### src/rtl/seven_seg_pkg.sv
// Shared segment types and the hex glyph table (active-low base encoding).
// Pure constants; no latency, no backpressure.
package seven_seg_pkg;

  typedef logic [6:0] seg_t;

  typedef enum logic {
    ST_BLANK = 1'b0,
    ST_ON    = 1'b1
  } state_t;

  // Bit order: seg[0]=a ... seg[6]=g; a 0 lights the segment.
  localparam seg_t SEG_PATTERN [16] = '{
    7'h40, 7'h79, 7'h24, 7'h30, 7'h19, 7'h12, 7'h02, 7'h78,
    7'h00, 7'h18, 7'h08, 7'h03, 7'h46, 7'h21, 7'h06, 7'h0E
  };

  localparam seg_t SEG_OFF = 7'h7F;

endpackage

### src/rtl/seven_seg_decode.sv
// Hex nibble to seven-segment glyph, active-low base encoding.
// Combinational, zero latency; no flow control.
module seven_seg_decode
  import seven_seg_pkg::*;
(
  input  logic [3:0] nib,
  output seg_t       seg
);

  assign seg = SEG_PATTERN[nib];

endmodule

### src/rtl/seven_seg_mux.sv
// Round-robin scan driver for multiplexed seven-segment digits with per-slot dead time.
// Outputs registered (1 cycle); input value latched once per frame, never stalls.
module seven_seg_mux
  import seven_seg_pkg::*;
#(
  parameter int NUM_DIGITS     = 2,
  parameter int REFRESH_CYCLES = 24000,
  parameter int BLANK_CYCLES   = 240,
  parameter bit SEG_ACTIVE_LOW = 1'b1,
  parameter bit AN_ACTIVE_LOW  = 1'b1
) (
  input  logic                    clk,
  input  logic                    reset_n,
  input  logic [4*NUM_DIGITS-1:0] digits_i,
  input  logic [NUM_DIGITS-1:0]   digit_en,
  input  logic                    lz_suppress,
  output logic [6:0]              seg,
  output logic [NUM_DIGITS-1:0]   an,
  output logic                    frame_tick
);

  localparam int CW = (REFRESH_CYCLES > 1) ? $clog2(REFRESH_CYCLES) : 1;
  localparam int IW = (NUM_DIGITS > 1) ? $clog2(NUM_DIGITS) : 1;

  localparam logic [CW-1:0]         CNT_LAST = CW'(REFRESH_CYCLES - 1);
  localparam logic [IW-1:0]         IDX_LAST = IW'(NUM_DIGITS - 1);
  localparam seg_t                  SEG_FLIP = SEG_ACTIVE_LOW ? 7'h00 : 7'h7F;
  localparam logic [NUM_DIGITS-1:0] AN_FLIP  = AN_ACTIVE_LOW ? '1 : '0;

  logic [CW-1:0]           cnt;
  logic [IW-1:0]           idx;
  logic [4*NUM_DIGITS-1:0] shadow;

  state_t                  state;
  logic                    slot_end;
  logic                    frame_end;
  logic [3:0]              nib;
  seg_t                    glyph;
  logic [NUM_DIGITS-1:0]   lead_zero;
  logic                    lz_acc;
  logic                    dark;
  logic [NUM_DIGITS-1:0]   an_sel;

  assign slot_end  = (cnt == CNT_LAST);
  assign frame_end = slot_end && (idx == IDX_LAST);
  assign nib       = shadow[int'(idx)*4 +: 4];
  assign an_sel    = NUM_DIGITS'(1) << idx;

  always_comb begin
    state = (int'(cnt) < BLANK_CYCLES) ? ST_BLANK : ST_ON;
  end

  // lead_zero[i] is set when nibbles i..top are all zero.
  always_comb begin
    lz_acc    = 1'b1;
    lead_zero = '0;
    for (int i = NUM_DIGITS - 1; i >= 0; i--) begin
      lz_acc       = lz_acc & (shadow[4*i +: 4] == 4'h0);
      lead_zero[i] = lz_acc;
    end
  end

  always_comb begin
    dark = (state == ST_BLANK)
        || !digit_en[idx]
        || (lz_suppress && (idx != '0) && lead_zero[idx]);
  end

  seven_seg_decode u_decode (
    .nib (nib),
    .seg (glyph)
  );

  always_ff @(posedge clk) begin
    if (!reset_n) begin
      cnt        <= '0;
      idx        <= '0;
      shadow     <= digits_i;
      seg        <= SEG_OFF ^ SEG_FLIP;
      an         <= AN_FLIP;
      frame_tick <= 1'b0;
    end else begin
      if (slot_end) begin
        cnt <= '0;
        idx <= (idx == IDX_LAST) ? '0 : idx + IW'(1);
      end else begin
        cnt <= cnt + CW'(1);
      end
      if (frame_end) begin
        shadow <= digits_i;
      end
      frame_tick <= frame_end;
      seg        <= (dark ? SEG_OFF : glyph) ^ SEG_FLIP;
      an         <= (dark ? '0 : an_sel) ^ AN_FLIP;
    end
  end

endmodule

### config.mk
export PLATFORM = sky130hd
export DESIGN_NAME = seven_seg_mux
export DESIGN_NICKNAME = d
export VERILOG_FILES = /design/src/rtl/seven_seg_pkg.sv /design/src/rtl/seven_seg_decode.sv /design/src/rtl/seven_seg_mux.sv
export SDC_FILE = /design/constraint.sdc
export NUM_CORES = 1
export LEC_CHECK = 0
export ABC_AREA = 1
export CORE_MARGIN = 4
export CORE_UTILIZATION = 56
export CTS_BUF_LIST = sky130_fd_sc_hd__clkbuf_4 sky130_fd_sc_hd__clkbuf_8
export DETAILED_ROUTE_END_ITERATION = 8
export GPL_ROUTABILITY_DRIVEN = 0
export GPL_TIMING_DRIVEN = 1
export PLACE_DENSITY = 0.81
export RECOVER_POWER = 25
export SLEW_MARGIN = 10
export SYNTH_ARGS = -nofsm -noshare
export SYNTH_HDL_FRONTEND = slang
export SYNTH_SLANG_ARGS = --single-unit
### constraint.sdc
create_clock -name clk -period 1.87 [get_ports clk]
set_input_delay 0.4675 -clock clk [delete_from_list [all_inputs] [get_ports clk]]
set_output_delay 0.4675 -clock clk [all_outputs]
set_load 0.01 [all_outputs]
=== Word level (Yosys, flattened, before mapping) ===
Memory sizes are Yosys's and may differ from the RTL's. A register that Yosys moved wholly into a read port is not among the register bits.
Index checks and enable logic that the tools add are counted.

* Add/sub/neg operators: 2
* $lt $le $gt $ge: 2
* Equality and inequality tests: 2
* Shifts and indexed selects: 2
* Muxes and demuxes: 8
* Bitwise operators: 4
* Reduce and logical (&&, ||, !) cells: 10

{| class="wikitable"
|+ Operator list
! kind !! number
|-
| 8-bit 2-to-1 mux || 2
|-
| 15-bit by 1-bit adder with 15-bit output, second input constant || 1
|-
| 15-bit equality test, second input constant || 1
|-
| 15-bit by 8-bit < comparator with 1-bit output, second input constant || 1
|-
| 4-bit zero test || 2
|-
| 8-bit by 4-bit variable part select with 4-bit output || 1
|-
| 1-bit 2-to-1 mux || 5
|-
| 4-bit NOT with 5-bit output || 1
|-
| 2-bit OR reduction || 2
|-
| 1-bit logical AND || 3
|-
| 1-bit logical OR || 2
|-
| 1-bit by 2-bit < comparator with 1-bit output, second input constant || 1
|-
| 2-bit 2-to-1 mux || 1
|-
| 2-bit by 1-bit != test with 1-bit output, second input constant || 1
|-
| 2-bit NOT || 1
|-
| 1-bit by 1-bit left shift with 2-bit output, first input constant || 1
|-
| 1-bit adder, second input constant || 1
|-
| 1-bit AND || 1
|-
| 1-bit zero test || 1
|-
| 1-bit NOT || 1
|}

* Flip-flop bits (word level): 27
* ROM bits: 112
* Output and inout port bits: 10
* Word-level logic and storage cells: 36
* Memories kept: 1

{| class="wikitable"
|+ Memories
! name !! depth !! width !! read ports !! clocked after memory_dff !! wr ports !! RTL line !! RTL
|-
| (no name shown) || 16 || 7 || 1 || 1 || 0 || seven_seg_decode.sv:10 || <nowiki>assign seg = SEG_PATTERN[nib];</nowiki>
|}

=== Longest topological paths before layout ===
Gate-level depths: netlist (run 1).

* Depth in word-level cells: 8
* Mapped depth: 11
* Gate-level depth less buffers: 11

=== Hierarchy ===
A second synthesis (run 1) with hierarchy kept.

* Cell total of the unflattened synthesis: 221
* Area, all modules: 1,704.1 um2

{| class="wikitable"
|+ By module, submodules not included
! module !! times used !! cells each !! area an instance (um2)
|-
| seven_seg_mux || 1 || 171 || 1,431.4
|-
| seven_seg_decode || 1 || 50 || 272.8
|}

=== Worst setup path after synthesis (run 1) ===
OpenSTA, ideal clock, no wires.

* Kind: flip-flop to flip-flop
* From: register idx
* To: register seg[5]
* Data arrival time: 1.331 ns
* Slack: 0.418 ns
* Stages on the path, launching flop included: 10
* Cells stage by stage: dfxtp_1 buf_6 nand2_1 nand2_1 inv_1 ha_1 nand2_1 nand2_1 a21oi_1 nand2_1

* Word-level cells in the longest chain between the ends: 6
* Elaborated cells on any way between the ends: 12
* Classes of those cells: 1 x shift; 4 x mux; 1 x bitwise; 6 x reduce/logical

{| class="wikitable"
|+ RTL lines
! what !! RTL line !! RTL
|-
| start, declared || seven_seg_mux.sv:31 || <nowiki>logic [IW-1:0] idx;</nowiki>
|-
| start signal, assigned || seven_seg_mux.sv:85 || <nowiki>idx <= (idx == IDX_LAST) ? '0 : idx + IW'(1);</nowiki>
|-
| 1-bit 2-to-1 mux (implied by the code) (2 in a row) || seven_seg_mux.sv:65 || <nowiki>|| !digit_en[idx]</nowiki>
|-
| 1-bit zero test || seven_seg_mux.sv:65 ||
|-
| 1-bit logical OR || seven_seg_mux.sv:65 ||
|-
| 1-bit logical OR || seven_seg_mux.sv:66 || <nowiki>|| (lz_suppress && (idx != '0) && lead_zero[idx]);</nowiki>
|-
| 2-bit OR reduction (no line) || - ||
|-
| end, declared || seven_seg_mux.sv:17 || <nowiki>output logic [6:0] seg,</nowiki>
|}

Several ways; a longest one is shown, not always the timed one. The select of a mux whose other input is x is not followed.
A chain may end at the register's enable or synchronous reset.

=== Worst setup path in the final report (run 1) ===
* From: register cnt[0]
* To: register cnt[5]

* Word-level cells in the longest chain between the ends: 2
* Elaborated cells on any way between the ends: 3
* Classes of those cells: 1 x add/sub; 1 x eq/ne; 1 x reduce/logical

{| class="wikitable"
|+ RTL lines
! what !! RTL line !! RTL
|-
| start, declared || seven_seg_mux.sv:30 || <nowiki>logic [CW-1:0] cnt;</nowiki>
|-
| start signal, assigned || seven_seg_mux.sv:87 || <nowiki>cnt <= cnt + CW'(1);</nowiki>
|-
| parallel branches: the longest is 2 deep, another holds 15-bit by 1-bit adder with 15-bit output || - ||
|}

Parallel ways; which one is timed is not known.

==> PnR_summary.wiki, run 1 <==
{| class="wikitable"
! Metric !! Value
|-
| Worst slew margin relative to its limit || 0.621
|-
| Worst supply voltage drop on vdd || 573 uV
|-
| Setup repair after global routing missed its margin || false
|-
| Share of post-route cells with drive strength above 1 || 0.0927
|-
| Most common cell after layout, fill and taps aside || nand2_1
|-
| Min-Delay Endpoint || cnt[0]
|-
| Worst-case register-to-register setup slack || 0.19 ns
|-
| Placed wire-length estimate || 2370 um
|-
| Initial core utilization || 0.605
|-
| Post-route ant nets || 0
|-
| Clock root cell || clkbuf_4
|-
| First-pass GRT wire length || 5520 um
|-
| DRT iter0 DRCs || 119
|-
| Synth-to-layout area growth || 15.9%
|-
| Count of final max-slew check failures || 0
|-
| Launch point of the worst reg-to-reg path || cnt[0]
|-
| Core Rows || 19
|-
| Reg-to-reg critical path endpoint || cnt[5]
|-
| Remaining global-route overflow || 0
|-
| Net count, final || 277
|-
| Filler Cells Inserted || 256
|-
| # IOs || 23
|-
| Post-route worst setup slack || 0.191 ns
|-
| Detailed-route wire length || 3200 um
|-
| Sequential fraction of the synthesis area || 0.441
|-
| Max-cap check violation count || 0
|-
| Switching power || 0.000304 W
|-
| Setup skew after layout || 0.0114 ns
|-
| Number of instances in the synthesized netlist || 231
|-
| Hold buffer count at CTS || 0
|-
| Highest-count cells in the layout ignoring fill and taps || 79 x nand2_1, 26 x dfxtp_1, 25 x nor2_1
|-
| Design internal power || 0.000969 W
|-
| Post-layout util || 0.702
|-
| Sequential Power Share || 0.609
|-
| Critical path type || flop to flop
|-
| Remaining routing DRC violations || 0
|-
| Total placed instance area || 1960 um2
|-
| Critical path capture point type || flop
|-
| Initial DRT Pass Iterations || 4
|-
| Sequential Area || 761 um2
|-
| Number of cells traversed by the worst register-to-register path || 6
|-
| Cell area after layout || 2000 um2
|-
| Total number of vias || 1505
|-
| Post-synthesis cell type count || 24
|-
| Slew at the pin with the worst max-slew slack || 0.568 ns
|-
| Mean post-synth cell area || 7.47 um2
|-
| Hold WC Path Type || flop to flop
|-
| Clock share of power || 0.308
|-
| Buffers inserted by post-CTS timing repair || 0
|-
| Final Cycle Share || 0.898
|-
| Hold Path Origin || cnt[0]
|-
| Worst skew pair latency || 0.34 ns
|-
| Setup-failing EPs final || 0
|-
| Net count after synthesis || 250
|-
| Highest net fanout along the worst path || 15
|-
| Sw Share || 0.239
|-
| Combinational fraction of design power || 0.083
|-
| Max clock buf depth || 2
|-
| Worst hold-check slack || 0.456 ns
|-
| Reported leakage power || 0.822 nW
|-
| Highest attainable clock frequency || 0.595 GHz
|-
| Pwr/cell area || 635 nW/um2
|-
| Initial antenna violation count || 0
|-
| Total clock sinks || 34
|-
| Place WS || 0.128 ns
|-
| Post-synthesis register bit count || 34
|-
| Category of the worst setup path launch point || flop
|-
| Final hold violation count || 0
|-
| CTS tree || built
|-
| Vias in the first global route || 1297
|-
| Die boundary width || 63.5 um
|-
| Yosys warns || 0
|-
| Result of the run || completed
|-
| Clock slew at the register clock pins of the worst setup and hold paths || 0.10 ns
|-
| Largest net degree at the start of global routing || 16
|-
| Total global-route track usage || 0.176
|-
| Count of input and output buffers || 22
|-
| Post-DR wirelength/cell || 11.0 um
|-
| Instance count along the most critical hold path || 1
|-
| CTS buffer count || 5
|-
| Data required time at the worst endpoint || 2.09 ns
|-
| Worst endpoint data arrival time || 1.90 ns
|-
| Footprint of the multi-input gates || 823 um2
|-
| Number of resized instances in the post-cts repair step || 0
|-
| Area of the mapped netlist || 1730 um2
|-
| Avg Vias per Cell || 5.19
|-
| Sum Neg Setup Slack || 0 ns
|-
| CTS H-Tree Depth || 2
|-
| Die outline height || 63.5 um
|-
| Diodes inserted || 0
|-
| Time the worst path needs with I/O delays and setup || 1.68 ns
|-
| Core Area || 2850 um2
|-
| Area of the die || 4040 um2
|}
critical path, stage by stage (launching register included):
cell,delay (ns)
dfxtp_1,0.36
ha_1,0.19
nand3_1,0.20
nor2_1,0.20
nand2_1,0.08
nand2_1,0.43
nor2_1,0.10
worst max-delay path by stage:
| stage | end | slack (ns) | start | depth (start not counted) |
|---|---|---|---|---|
| 6_report | cnt[5] | 0.19 | cnt[0] | 6 |
| 5_1_grt | cnt[2] | 0.03 | cnt[0] | 6 |
| 4_1_cts | frame_tick | 0.17 | frame_tick | 1 |
| 3_5_place_dp | seg[6] | 0.13 | reset_n | 6 |
| 3_3_place_gp | seg[0] | 0.19 | reset_n | 6 |
| 2_1_floorplan | seg[5] | 0.42 | idx | 9 |
cells by family (layout without fill, tap and decap cells):
kind of cell    count (synthesis)  after routing  share of synthesized area
buf+inv                        29             57                     0.0739
compound gates                 16             16                     0.0551
xor+xnor                        4              4                     0.0203
flops                          34             34                      0.441
fa+ha+maj                       6              6                     0.0435
simple gates                  142            142                      0.367
registers in the layout (all words and copies together) (netlist names):
name	count
cnt	15
frame_tick	1
seg	7
idx	1
shadow	8
an	2
cell type report:
type                       count  area share
tap                           31      0.0194
inverter                      26      0.0487
sequential                    34       0.380
clock inverter                 2     0.00437
multi-input combinational    168       0.411
clock buffer                   6      0.0225
timing repair buffer          23       0.114
power by group through the flow:
| stage | combinational (W) | clock [W] | sequential [W] |
|---|---|---|---|
| detailed placement | 0.000109 | 0 | 0.000792 |
| global route | 0.000118 | 0.000453 | 0.000777 |
| CTS | 0.000110 | 0.000411 | 0.000775 |
| finish | 0.000105 | 0.000392 | 0.000775 |
| global placement | 0.000106 | 0 | 0.000792 |
| floorplan | 0.0000701 | 0 | 0.000791 |
cells in the mapped netlist:
cell / count / area [um2]
buf_6: 2 / 22.5
nor2_2: 3 / 18.8
inv_1: 23 / 86.3
inv_2: 3 / 11.3
nand3_1: 17 / 85.1
edfxtp_1: 8 / 240
nand2_4: 2 / 22.5
nand3_2: 1 / 10.0
nand2_2: 4 / 25.0
buf_4: 1 / 7.51
xor2_1: 2 / 17.5
xnor2_1: 2 / 17.5
nor2_1: 24 / 90.1
a21oi_1: 10 / 50.1
o21ai_0: 2 / 10.0
nor3_1: 3 / 15.0
o21ai_2: 3 / 26.3
nand4_1: 7 / 43.8
nand2_1: 78 / 293
a21oi_2: 1 / 8.76
dfxtp_1: 26 / 521
ha_1: 6 / 75.1
nand3b_1: 1 / 7.51
nor2_4: 2 / 22.5
per-stage QoR:
stage	std cells	power (W)
5_1_grt	290	0.00135
2_1_floorplan	231	0.000861
3_3_place_gp	282	0.000898
4_1_cts	290	0.00130
3_5_place_dp	282	0.000902
6_report	290	0.00127
metal layers:
layer  wire [um]  share of wire  GRT usage
met3         222          0.069     0.0586
met2        1410           0.44      0.272
met4          68          0.021     0.0889
met5           0              0          0
met1        1500           0.47      0.218
Note: power is estimated with default switching activity, not from simulation.
==> inputs of run 2 (changes only) <==
--- a/config.mk
+++ b/config.mk
@@ -14,6 +14,7 @@
 export GPL_TIMING_DRIVEN = 1
 export PLACE_DENSITY = 0.81
 export RECOVER_POWER = 25
+export SETUP_SLACK_MARGIN = 0.5
 export SLEW_MARGIN = 10
 export SYNTH_ARGS = -nofsm -noshare
 export SYNTH_HDL_FRONTEND = slang
==> PnR_summary.wiki, run 2 (synthesis results as in run 1) <==
{| class="wikitable"
! Metric !! Value
|-
| Pwr/cell area || 637 nW/um2 (+0.17%)
|-
| Cell seen most often among critical-path stages || nand2_1
|-
| Largest net degree at the start of global routing || 16 (unchanged)
|-
| Placed wire-length estimate || 2230 um (-5.9%)
|-
| Worst supply voltage drop on vdd || 682 uV (+19%)
|-
| Worst path max stage delay || 0.43 ns (about the same)
|-
| Setup-failing EPs final || 0 (unchanged)
|-
| Worst endpoint data arrival time || 1.73 ns (-0.17 ns)
|-
| Clock slew at the register clock pins of the worst setup and hold paths || 0.11 ns (about the same)
|-
| Sum Neg Setup Slack || 0 ns (unchanged)
|-
| Total number of vias || 1610 (+7.0%)
|-
| Setup skew after layout || 0.00589 ns (-0.00548 ns)
|-
| Largest Register || cnt
|-
| Largest registers in the final layout || cnt: 15 flops, shadow: 8 flops, seg: 7 flops
|-
| First-pass GRT wire length || 5950 um (+7.7%)
|-
| Max-cap check violation count || 0 (unchanged)
|-
| Initial antenna violation count || 0 (unchanged)
|-
| Switching power || 0.000337 W (+11%)
|-
| Critical path capture point type || flop
|-
| Slew at the pin with the worst max-slew slack || 0.562 ns (-0.00613 ns)
|-
| Critical Path Source || cnt[7]
|-
| Setup repair after global routing missed its margin || true
|-
| Die outline height || 63.5 um (unchanged)
|-
| Remaining routing DRC violations || 0 (unchanged)
|-
| Die boundary width || 63.5 um (unchanged)
|-
| Count of input and output buffers || 22 (unchanged)
|-
| Total global-route track usage || 0.188 (+0.0113)
|-
| CTS buffer count || 5 (unchanged)
|-
| Time the worst path needs with I/O delays and setup || 1.53 ns (-0.146 ns)
|-
| Non-Filler Instances || 300 (+3.4%)
|-
| Synth-to-layout area growth || 31.2%
|-
| Core Rows || 19 (unchanged)
|-
| Reported leakage power || 0.886 nW (+7.9%)
|-
| Remaining global-route overflow || 0 (unchanged)
|-
| Highest-count cells in the layout ignoring fill and taps || 71 x nand2_1, 22 x nor2_1, 19 x inv_1
|-
| Initial DRT Pass Iterations || 4 (unchanged)
|-
| Net count, final || 287 (+3.6%)
|-
| Number of buffer and inverter stages on the critical path || 1 (+1)
|-
| Result of the run || completed
|-
| Most common cell after layout, fill and taps aside || nand2_1
|-
| Final hold violation count || 0 (unchanged)
|-
| # IOs || 23 (unchanged)
|-
| CTS H-Tree Depth || 2 (unchanged)
|-
| Sw Share || 0.234 (-0.00467)
|-
| Max clock buf depth || 2 (unchanged)
|-
| Hold buffer count at CTS || 0 (unchanged)
|-
| Post-route ant nets || 0 (unchanged)
|-
| CP Cell Sequence || inv_1 -> nor2_1 -> nand2_1 -> nor2_4 -> nand2_1 -> nand2_1 -> a21oi_1
|-
| Avg Vias per Cell || 5.37 (+3.4%)
|-
| Post-DR wirelength/cell || 13.5 um (+22%)
|-
| Launch point of the worst reg-to-reg path || cnt[7]
|-
| Count of final max-slew check failures || 0 (unchanged)
|-
| Worst skew pair latency || 0.33 ns (about the same)
|-
| Highest net fanout along the worst path || 15 (unchanged)
|-
| Final Cycle Share || 0.820 (-0.0783)
|-
| Clock share of power || 0.363 (+0.055)
|-
| Flip-flop count of the largest register after layout || 15 (unchanged)
|-
| Slowest cell on the critical path || nand2_1
|-
| Vias in the first global route || 1429 (+10%)
|-
| Number of placed cells counting well taps || 282 (unchanged)
|-
| Detailed-route wire length || 4050 um (+27%)
|-
| Design internal power || 0.00110 W (+14%)
|-
| Critical path type || flop to flop
|-
| DRT iter0 DRCs || 108 (-9.2%)
|-
| Area of the die || 4040 um2 (unchanged)
|-
| Share of post-route cells with drive strength above 1 || 0.305 (+0.212)
|-
| Initial core utilization || 0.605 (unchanged)
|-
| Core Area || 2850 um2 (unchanged)
|-
| Sequential Power Share || 0.537 (-0.072)
|-
| Hold WC Path Type || flop to flop
|-
| Combinational fraction of design power || 0.100 (+0.017)
|-
| Worst slew margin relative to its limit || 0.625 (+0.00410)
|-
| Hold Path Origin || cnt[0]
|-
| Post-layout util || 0.794 (+0.0925)
|-
| Diodes inserted || 0 (unchanged)
|-
| Clock root cell || clkbuf_4
|-
| Highest attainable clock frequency || 0.652 GHz (+9.6%)
|-
| Data required time at the worst endpoint || 2.07 ns (-0.02 ns)
|-
| Total clock sinks || 34 (unchanged)
|-
| Category of the worst setup path launch point || flop
|-
| CTS tree || built
|-
| Top Family by Delay on Critical Path || simple AND/OR/NAND/NOR gates
|}
-- run 2: cell count changes in the layout (fill, tap and decap cells not counted), moves of 6 or more --
cell             change
buf_4                +6
clkbuf_2             +8
clkdlybuf4s50_1     -10
dfxtp_1             -12
dfxtp_2              +8
nand2_1              -8
-- run 2: final timing paths --
kind | to | slack [ns] | depth (start not counted)
worst max register to register | cnt[8] | 0.34 | 7
worst min register to register | cnt[0] | 0.45 | 1
worst max-delay path | cnt[8] | 0.34 | 7
worst min-delay path | cnt[0] | 0.45 | 1
-- run 2: power by group through the flow --
| stage | clock (W) | combinational, W | sequential [W] |
|---|---|---|---|
| floorplan | 0 | 0.0000707 | 0.000791 |
| global placement | 0 | 0.000109 | 0.000792 |
| detailed placement | 0 | 0.000110 | 0.000792 |
| CTS | 0.000539 | 0.000116 | 0.000774 |
| global route | 0.000587 | 0.000160 | 0.000777 |
| finish | 0.000524 | 0.000144 | 0.000775 |
-- run 2: final cells by class --
class                   instances  area, um2
clock inverters                 3       40.0
inverters                      26        105
well taps                      31       38.8
clock buffers                   5       37.5
fillers                       183        587
multi-input cells             170       1000
repair buffers                 31        254
flip-flops and latches         34        786
-- run 2: layer usage --
layer / wire [um] / share of wire / global-route usage / up-vias
met4: 109 / 0.027 / 0.111 / 0
met1: 1690 / 0.42 / 0.229 / 735
li1: - / - / - / 809
met2: 2010 / 0.50 / 0.299 / 55
met5: 0 / 0 / 0 / -
met3: 249 / 0.061 / 0.0444 / 11
-- run 2: repair_timing --
action | in CTS | in global routing
setup buffers | 6 | 2
pin swaps | 5 | 8
cloned | 1 | 1
setup endpoints to repair | 25 | 44
resized for setup | 32 | 55
-- run 2: stage by stage --
step / setup slack, ns / hold WS (ns) / power [W] / cell area, um2
3_3_place_gp: 0.234 / 0.429 / 0.000901 / 1970
3_5_place_dp: 0.189 / 0.442 / 0.000902 / 1970
2_1_floorplan: 0.522 / 0.418 / 0.000861 / 1730
5_1_grt: 0.202 / 0.478 / 0.00152 / 2270
4_1_cts: 0.474 / 0.425 / 0.00143 / 2130
6_report: 0.337 / 0.448 / 0.00144 / 2270
==> inputs of run 3 (changes only) <==
==> constraint.sdc (replaced) <==
create_clock -name clk -period 1.5 [get_ports clk]
set_input_delay 0.375 -clock clk [delete_from_list [all_inputs] [get_ports clk]]
set_output_delay 0.375 -clock clk [all_outputs]
set_load 0.01 [all_outputs]
==> PnR_summary.wiki, run 3 (synthesis results as in run 1) <==
{| class="wikitable"
! Metric !! Value
|-
| Highest-count cells in the layout ignoring fill and taps || 57 x nand2_1, 18 x buf_4, 17 x inv_1, 17 x nor2_1
|-
| CTS H-Tree Depth || 2 (unchanged)
|-
| Post-DR wirelength/cell || 18.5 um (+37%)
|-
| Diodes inserted || 0 (unchanged)
|-
| Area of the die || 4040 um2 (unchanged)
|-
| Total global-route track usage || 0.260 (+0.0720)
|-
| Setup repair after global routing missed its margin || true
|-
| Filler Cells Inserted || 95 (-48%)
|-
| Die outline height || 63.5 um (unchanged)
|-
| Total clock sinks || 34 (unchanged)
|-
| DRT iter0 DRCs || 229 (+110%)
|-
| Hold WC Path Type || flop to flop
|-
| Total number of vias || 1907 (+18%)
|-
| Largest net degree at the start of global routing || 12 (-4)
|-
| Slowest cell on the critical path || dfxtp_1
|-
| Highest net fanout along the worst path || 5 (-10)
|-
| Initial DRT Pass Iterations || 5 (+1)
|-
| Sequential Area || 786 um2 (unchanged)
|-
| Count of final max-slew check failures || 0 (unchanged)
|-
| Time the worst path needs with I/O delays and setup || 1.42 ns (-0.109 ns)
|-
| CP Cell Sequence || inv_1 -> nor2_1 -> nand2_1 -> nor2_4 -> nand3_4 -> nand2_4
|-
| Flip-flop count of the largest register after layout || 15 (unchanged)
|-
| Worst endpoint data arrival time || 1.49 ns (-0.24 ns)
|-
| Placed wire-length estimate || 2500 um (+12%)
|-
| Net count, final || 304 (+5.9%)
|-
| Worst slew margin relative to its limit || 0.795 (+0.170)
|-
| Core Rows || 19 (unchanged)
|-
| Result of the run || completed
|-
| Critical path capture point type || flop
|-
| Initial antenna violation count || 0 (unchanged)
|-
| Number of buffer and inverter stages on the critical path || 1 (unchanged)
|-
| Worst skew pair latency || 0.36 ns (+0.03 ns)
|-
| Post-route ant nets || 0 (unchanged)
|-
| # IOs || 23 (unchanged)
|-
| Clock slew at the register clock pins of the worst setup and hold paths || 0.11 ns (about the same)
|-
| CTS tree || built
|-
| Largest Register || cnt
|-
| Footprint of the multi-input gates || 1240 um2 (+24%)
|-
| Remaining routing DRC violations || 0 (unchanged)
|-
| Setup-failing EPs final || 0 (unchanged)
|-
| Most common cell after layout, fill and taps aside || nand2_1
|-
| Max-cap check violation count || 0 (unchanged)
|-
| Top Family by Delay on Critical Path || simple AND/OR/NAND/NOR gates
|-
| Die boundary width || 63.5 um (unchanged)
|-
| Data required time at the worst endpoint || 1.57 ns (-0.50 ns)
|-
| Core Area || 2850 um2 (unchanged)
|-
| First-pass GRT wire length || 8230 um (+38%)
|-
| Post-route worst setup slack || 0.0758 ns (-0.261 ns)
|-
| Share of post-route cells with drive strength above 1 || 0.458 (+0.153)
|-
| Avg Vias per Cell || 6.02 (+12%)
|-
| Setup skew after layout || 0.0180 ns (+0.0121 ns)
|-
| Count of input and output buffers || 22 (unchanged)
|-
| Sum Neg Setup Slack || 0 ns (unchanged)
|-
| Initial core utilization || 0.605 (unchanged)
|-
| Synth-to-layout area growth || 54.4%
|-
| Worst path max stage delay || 0.37 ns (-0.06 ns)
|-
| Reported leakage power || 1.03 nW (+16%)
|-
| Power, Total || 0.00189 W (+31%)
|-
| Category of the worst setup path launch point || flop
|-
| Clock root cell || clkbuf_4
|-
| Final hold violation count || 0 (unchanged)
|-
| Highest attainable clock frequency || 0.702 GHz (+7.6%)
|-
| Max clock buf depth || 2 (unchanged)
|-
| Critical path type || flop to flop
|-
| Detailed-route wire length || 5860 um (+45%)
|-
| Remaining global-route overflow || 0 (unchanged)
|-
| Hold buffer count at CTS || 0 (unchanged)
|-
| Worst supply voltage drop on vdd || 827 uV (+21%)
|-
| Place WS || -0.0984 ns (-0.287 ns)
|-
| Slew at the pin with the worst max-slew slack || 0.307 ns (-0.255 ns)
|-
| Vias in the first global route || 1801 (+26%)
|-
| Largest registers in the final layout || cnt: 15 flops, shadow: 8 flops, seg: 7 flops
|-
| Final Cycle Share || 0.949 (+0.130)
|-
| Pwr/cell area || 710 nW/um2 (+12%)
|-
| CTS buffer count || 5 (unchanged)
|-
| Post-layout util || 0.935 (+0.140)
|}
## run 3: stage by stage
| stage | std cells | cell area, um2 | hold slack, ns |
|---|---|---|---|
| after global routing | 317 | 2670 | 0.517 |
| after detailed placement | 284 | 2140 | 0.441 |
| after global placement | 284 | 2140 | 0.429 |
| after floorplan | 231 | 1890 | 0.419 |
| final | 317 | 2670 | 0.491 |
| after CTS | 312 | 2490 | 0.492 |
## run 3: layout make-up
class                      instances  share of cell area
multi-input combinational        172               0.467
tap                               31              0.0145
inverter                          26              0.0413
sequential                        34               0.295
clock buffer                       5              0.0141
timing repair buffer              46               0.153
clock inverter                     3              0.0150
## run 3: per-layer routing
metal | GRT usage | wire length, um | vias to the layer above
li1 | - | - | 846
met1 | 0.303 | 2130 | 875
met2 | 0.451 | 2900 | 147
met3 | 0.0657 | 540 | 39
met4 | 0.102 | 293 | 0
met5 | 0 | 0 | -
## run 3: worst register-to-register path: stages (launching register included)
cell	delay, ns
dfxtp_1	0.37
inv_1	0.08
nor2_1	0.16
nand2_1	0.13
nor2_4	0.16
nand3_4	0.12
nand2_4	0.12
## run 3: path summary, 6_finish.rpt
check	startpoint	to	slack, ns	depth (start not counted)
min reg2reg	cnt[13]	cnt[13]	0.49	2
max reg2reg	cnt[8]	shadow[6]	0.08	6
max	cnt[8]	shadow[6]	0.08	6
min	cnt[13]	cnt[13]	0.49	2
## run 3: report_power, final
part	leakage [nW]	total [W]	switching, W	internal, W
clock	0.0450	0.000683	0.000338	0.000345
sequential	0.292	0.000969	0.0000183	0.000951
combinational	0.693	0.000241	0.000134	0.000107
## run 3: timing repair
| item | CTS | global route |
|---|---|---|
| cloned | 4 | 0 |
| setup endpoints to repair | 44 | 44 |
| gates resized for setup | 82 | 40 |
| pin swaps | 24 | 22 |
| setup buffers | 16 | 5 |
==> edit (config.mk and constraints of run 1) <==
Put one more register stage on the output `seg`, without a reset. The value now appears one clock later. The other outputs are not delayed to match.
--- a/src/rtl/seven_seg_mux.sv
+++ b/src/rtl/seven_seg_mux.sv
@@ -27,4 +27,6 @@
   localparam seg_t                  SEG_FLIP = SEG_ACTIVE_LOW ? 7'h00 : 7'h7F;
   localparam logic [NUM_DIGITS-1:0] AN_FLIP  = AN_ACTIVE_LOW ? '1 : '0;
+
+  logic [6:0] seg_s0;
 
   logic [CW-1:0]           cnt;
@@ -77,5 +79,5 @@
       idx        <= '0;
       shadow     <= digits_i;
-      seg        <= SEG_OFF ^ SEG_FLIP;
+      seg_s0     <= SEG_OFF ^ SEG_FLIP;
       an         <= AN_FLIP;
       frame_tick <= 1'b0;
@@ -91,9 +93,13 @@
       end
       frame_tick <= frame_end;
-      seg        <= (dark ? SEG_OFF : glyph) ^ SEG_FLIP;
+      seg_s0     <= (dark ? SEG_OFF : glyph) ^ SEG_FLIP;
       an         <= (dark ? '0 : an_sel) ^ AN_FLIP;
     end
   end
 
+  always_ff @(posedge clk) begin
+    seg <= seg_s0;
+  end
+
 endmodule
 
Check against the original RTL: not equivalent (Yosys sat finds a counterexample within 4 cycles, from zero or initial values and one cycle with reset_n low).
==> edit against run 1 <==
- register-to-register slack better by 0.07 ns
- highest routed layer unchanged
- wire length is 3.0% lower
- setup slack worse by 0.021 ns
- sequential cell count rose by 7
- cell area increased by 12%
- synthesized area increased by 9.6%
- clock power is 53% higher
- non-clock buffer count increased by 2
- sequential power grew 19%
- count of clock-buffer cells in the layout up 1
- total power up 28%
==> edit: results (changes against run 1) <==
- Clock-pin slew on the worst setup and hold paths: 0.11 ns
- Layout cell share with drive strength beyond 1: 15.09% (+5.8 points)
- Synthesis Warnings: 0 (unchanged)
- Root Buffer: clkbuf_4
- Clock H-tree levels: 2 (unchanged)
- Slew at the pin closest to its max-slew limit: 0.3468 ns (-0.2209 ns)
- Dpl cells: 301 (+6.7%)
- First-pass GRT wire length: 5595 µm (+1.4%)
- Yosys cell types: 24 (unchanged)
- Leakage power figure: 0.0008686 µW (+5.7%)
- 1st-iter DRT viols: 112 (-5.9%)
- Routed met1 length: 1548 µm (+3.5%)
- Ratio of routed vias to standard cells: 4.848 (-6.6%)
- Top Registers: cnt (15), shadow (8)
- Worst min path class: register to register
- Port-buffer cells: 22 (unchanged)
- Total Routed Length: 3104 µm (-3.0%)
- Status: complete, no violations
- Kind of cell adding the most delay to the critical path: buffers and inverters
- Clock buffer depth: 2 (unchanged)
- Highest layer used for signal routing: met4
- Insertion delay to the later sink of the worst-skew pair: 0.35 ns
- Worst vdd rail ir drop: 0.4384 mV (-23%)
- Routed via count: 1,498 (-0.47%)
- GR Util met3: 3.571% (-2.3 points)
- DP HPWL: 2382 µm (+0.31%)
- Routed met2 length: 1322 µm (-6.4%)
- Pre-Repair DR Iteration Count: 5 (+1)
- Pin count of the biggest net entering global routing: 16 (unchanged)
- Top FF cell, synth: dfxtp_1
- Max FO, Critical Path: 1 (-14)
- Top post-synthesis cells by area: dfxtp_1 (35%), nand2_1 (14%), edfxtp_1 (13%)
- Average cell area after synthesis: 8.016 µm² (+7.2%)
- Post-placement setup slack: 0.1460 ns (+0.01846 ns)
- GR met2 Demand/Resource: 26.64% (-0.61 points)
- Worst Clk Skew: 0.01454 ns (+0.003167 ns)
- Antenna violations before repair: 0 (unchanged)
- Grt total ovfl: 0 (unchanged)
- Number of gates resized after CTS: 0 (unchanged)
- GR Util met1: 21.13% (-0.63 points)
- EDFF count, synth: 8 (unchanged)
- Post-synth ARST share: 0% (unchanged)
- Commonest cells post-synth: nand2_1 (73), dfxtp_1 (33), inv_1 (22)
- # nets final: 283 (+2.2%)
- TritonCTS Buffers: 5 (unchanged)
- Met3 Wirelength: 171 µm (-23%)
- Antenna-violating nets left: 0 (unchanged)
- Slowest-stage cell, CP: clkdlybuf4s50_1
- Post-synthesis net count: 255 (+2.0%)
- Number of diodes added for antenna fixing: 0 (unchanged)
- Arrival time at the worst endpoint: 1.23 ns (-0.67 ns)
- Total track usage: 16.90% (-0.72 points)
- Via count of the first global-routing pass: 1,314 (+1.3%)
- Post CTS Setup Buffer Count: 0 (unchanged)
- Register area share after synthesis: 47.62% (+3.6 points)
- CP max stage delay: 0.54 ns (+0.11 ns)
edit: cell types whose count changed after synthesis, moves of 2 or more:
cell / change
nor3_1: -3
nand2_1: -5
o21ai_2: -3
buf_6: -2
buf_2: +2
nor2_1: -3
dfxtp_1: +7
o21ai_1: +2
nor2_2: +6
a21oi_2: +3
nor2_4: +3
a21oi_1: -3
edit: layout make-up:
| type | instances | area (µm²) |
|---|---|---|
| Clock buffer | 7 | 58.81 |
| Clock inverter | 1 | 30.03 |
| Fill cell | 274 | 912.1 |
| Timing Repair Buffer | 25 | 242.7 |
| Sequential cell | 41 | 900.9 |
| Tap cell | 44 | 55.05 |
| Inverter | 26 | 97.59 |
| Multi-Input combinational cell | 165 | 855.8 |
edit: worst paths after layout:
check / from / endpoint / slack (ns) / cells after the start
worst max-delay path: an[1] / an[1] / 0.17 / 1
worst min register to register: seg_s0[2] / seg[2] / 0.33 / 0
worst max register to register: cnt[0] / shadow[2] / 0.26 / 5
worst min-delay path: seg_s0[2] / seg[2] / 0.33 / 0
edit: cells by family after synthesis:
kind of cell / count (synthesis) / share of synthesized area (%)
adders and majority gates: 6 / 3.968
AOI/OAI and AO/OA: 15 / 4.762
and+or+nand+nor: 140 / 34.66
DFF: 41 / 47.62
xor gates and xnor gates: 4 / 1.852
buffers and inverters: 30 / 7.143
edit: per-stage QoR:
| step | util, % | total power, µW | area (µm²) |
|---|---|---|---|
| floorplan | - | 1018 | 1892 |
| global placement | 68.25 | 1053 | 2152 |
| detailed placement | 68.25 | 1054 | 2152 |
| CTS | 71.07 | 1651 | 2241 |
| global route | 71.07 | 1706 | 2241 |
| finish | 71.07 | 1629 | 2241 |
edit: report_power, final:
part / switching, µW / internal [µW] / total [µW]
registers: 8.17 / 916 / 925
logic: 58.7 / 47.3 / 106
clock network: 264 / 334 / 598
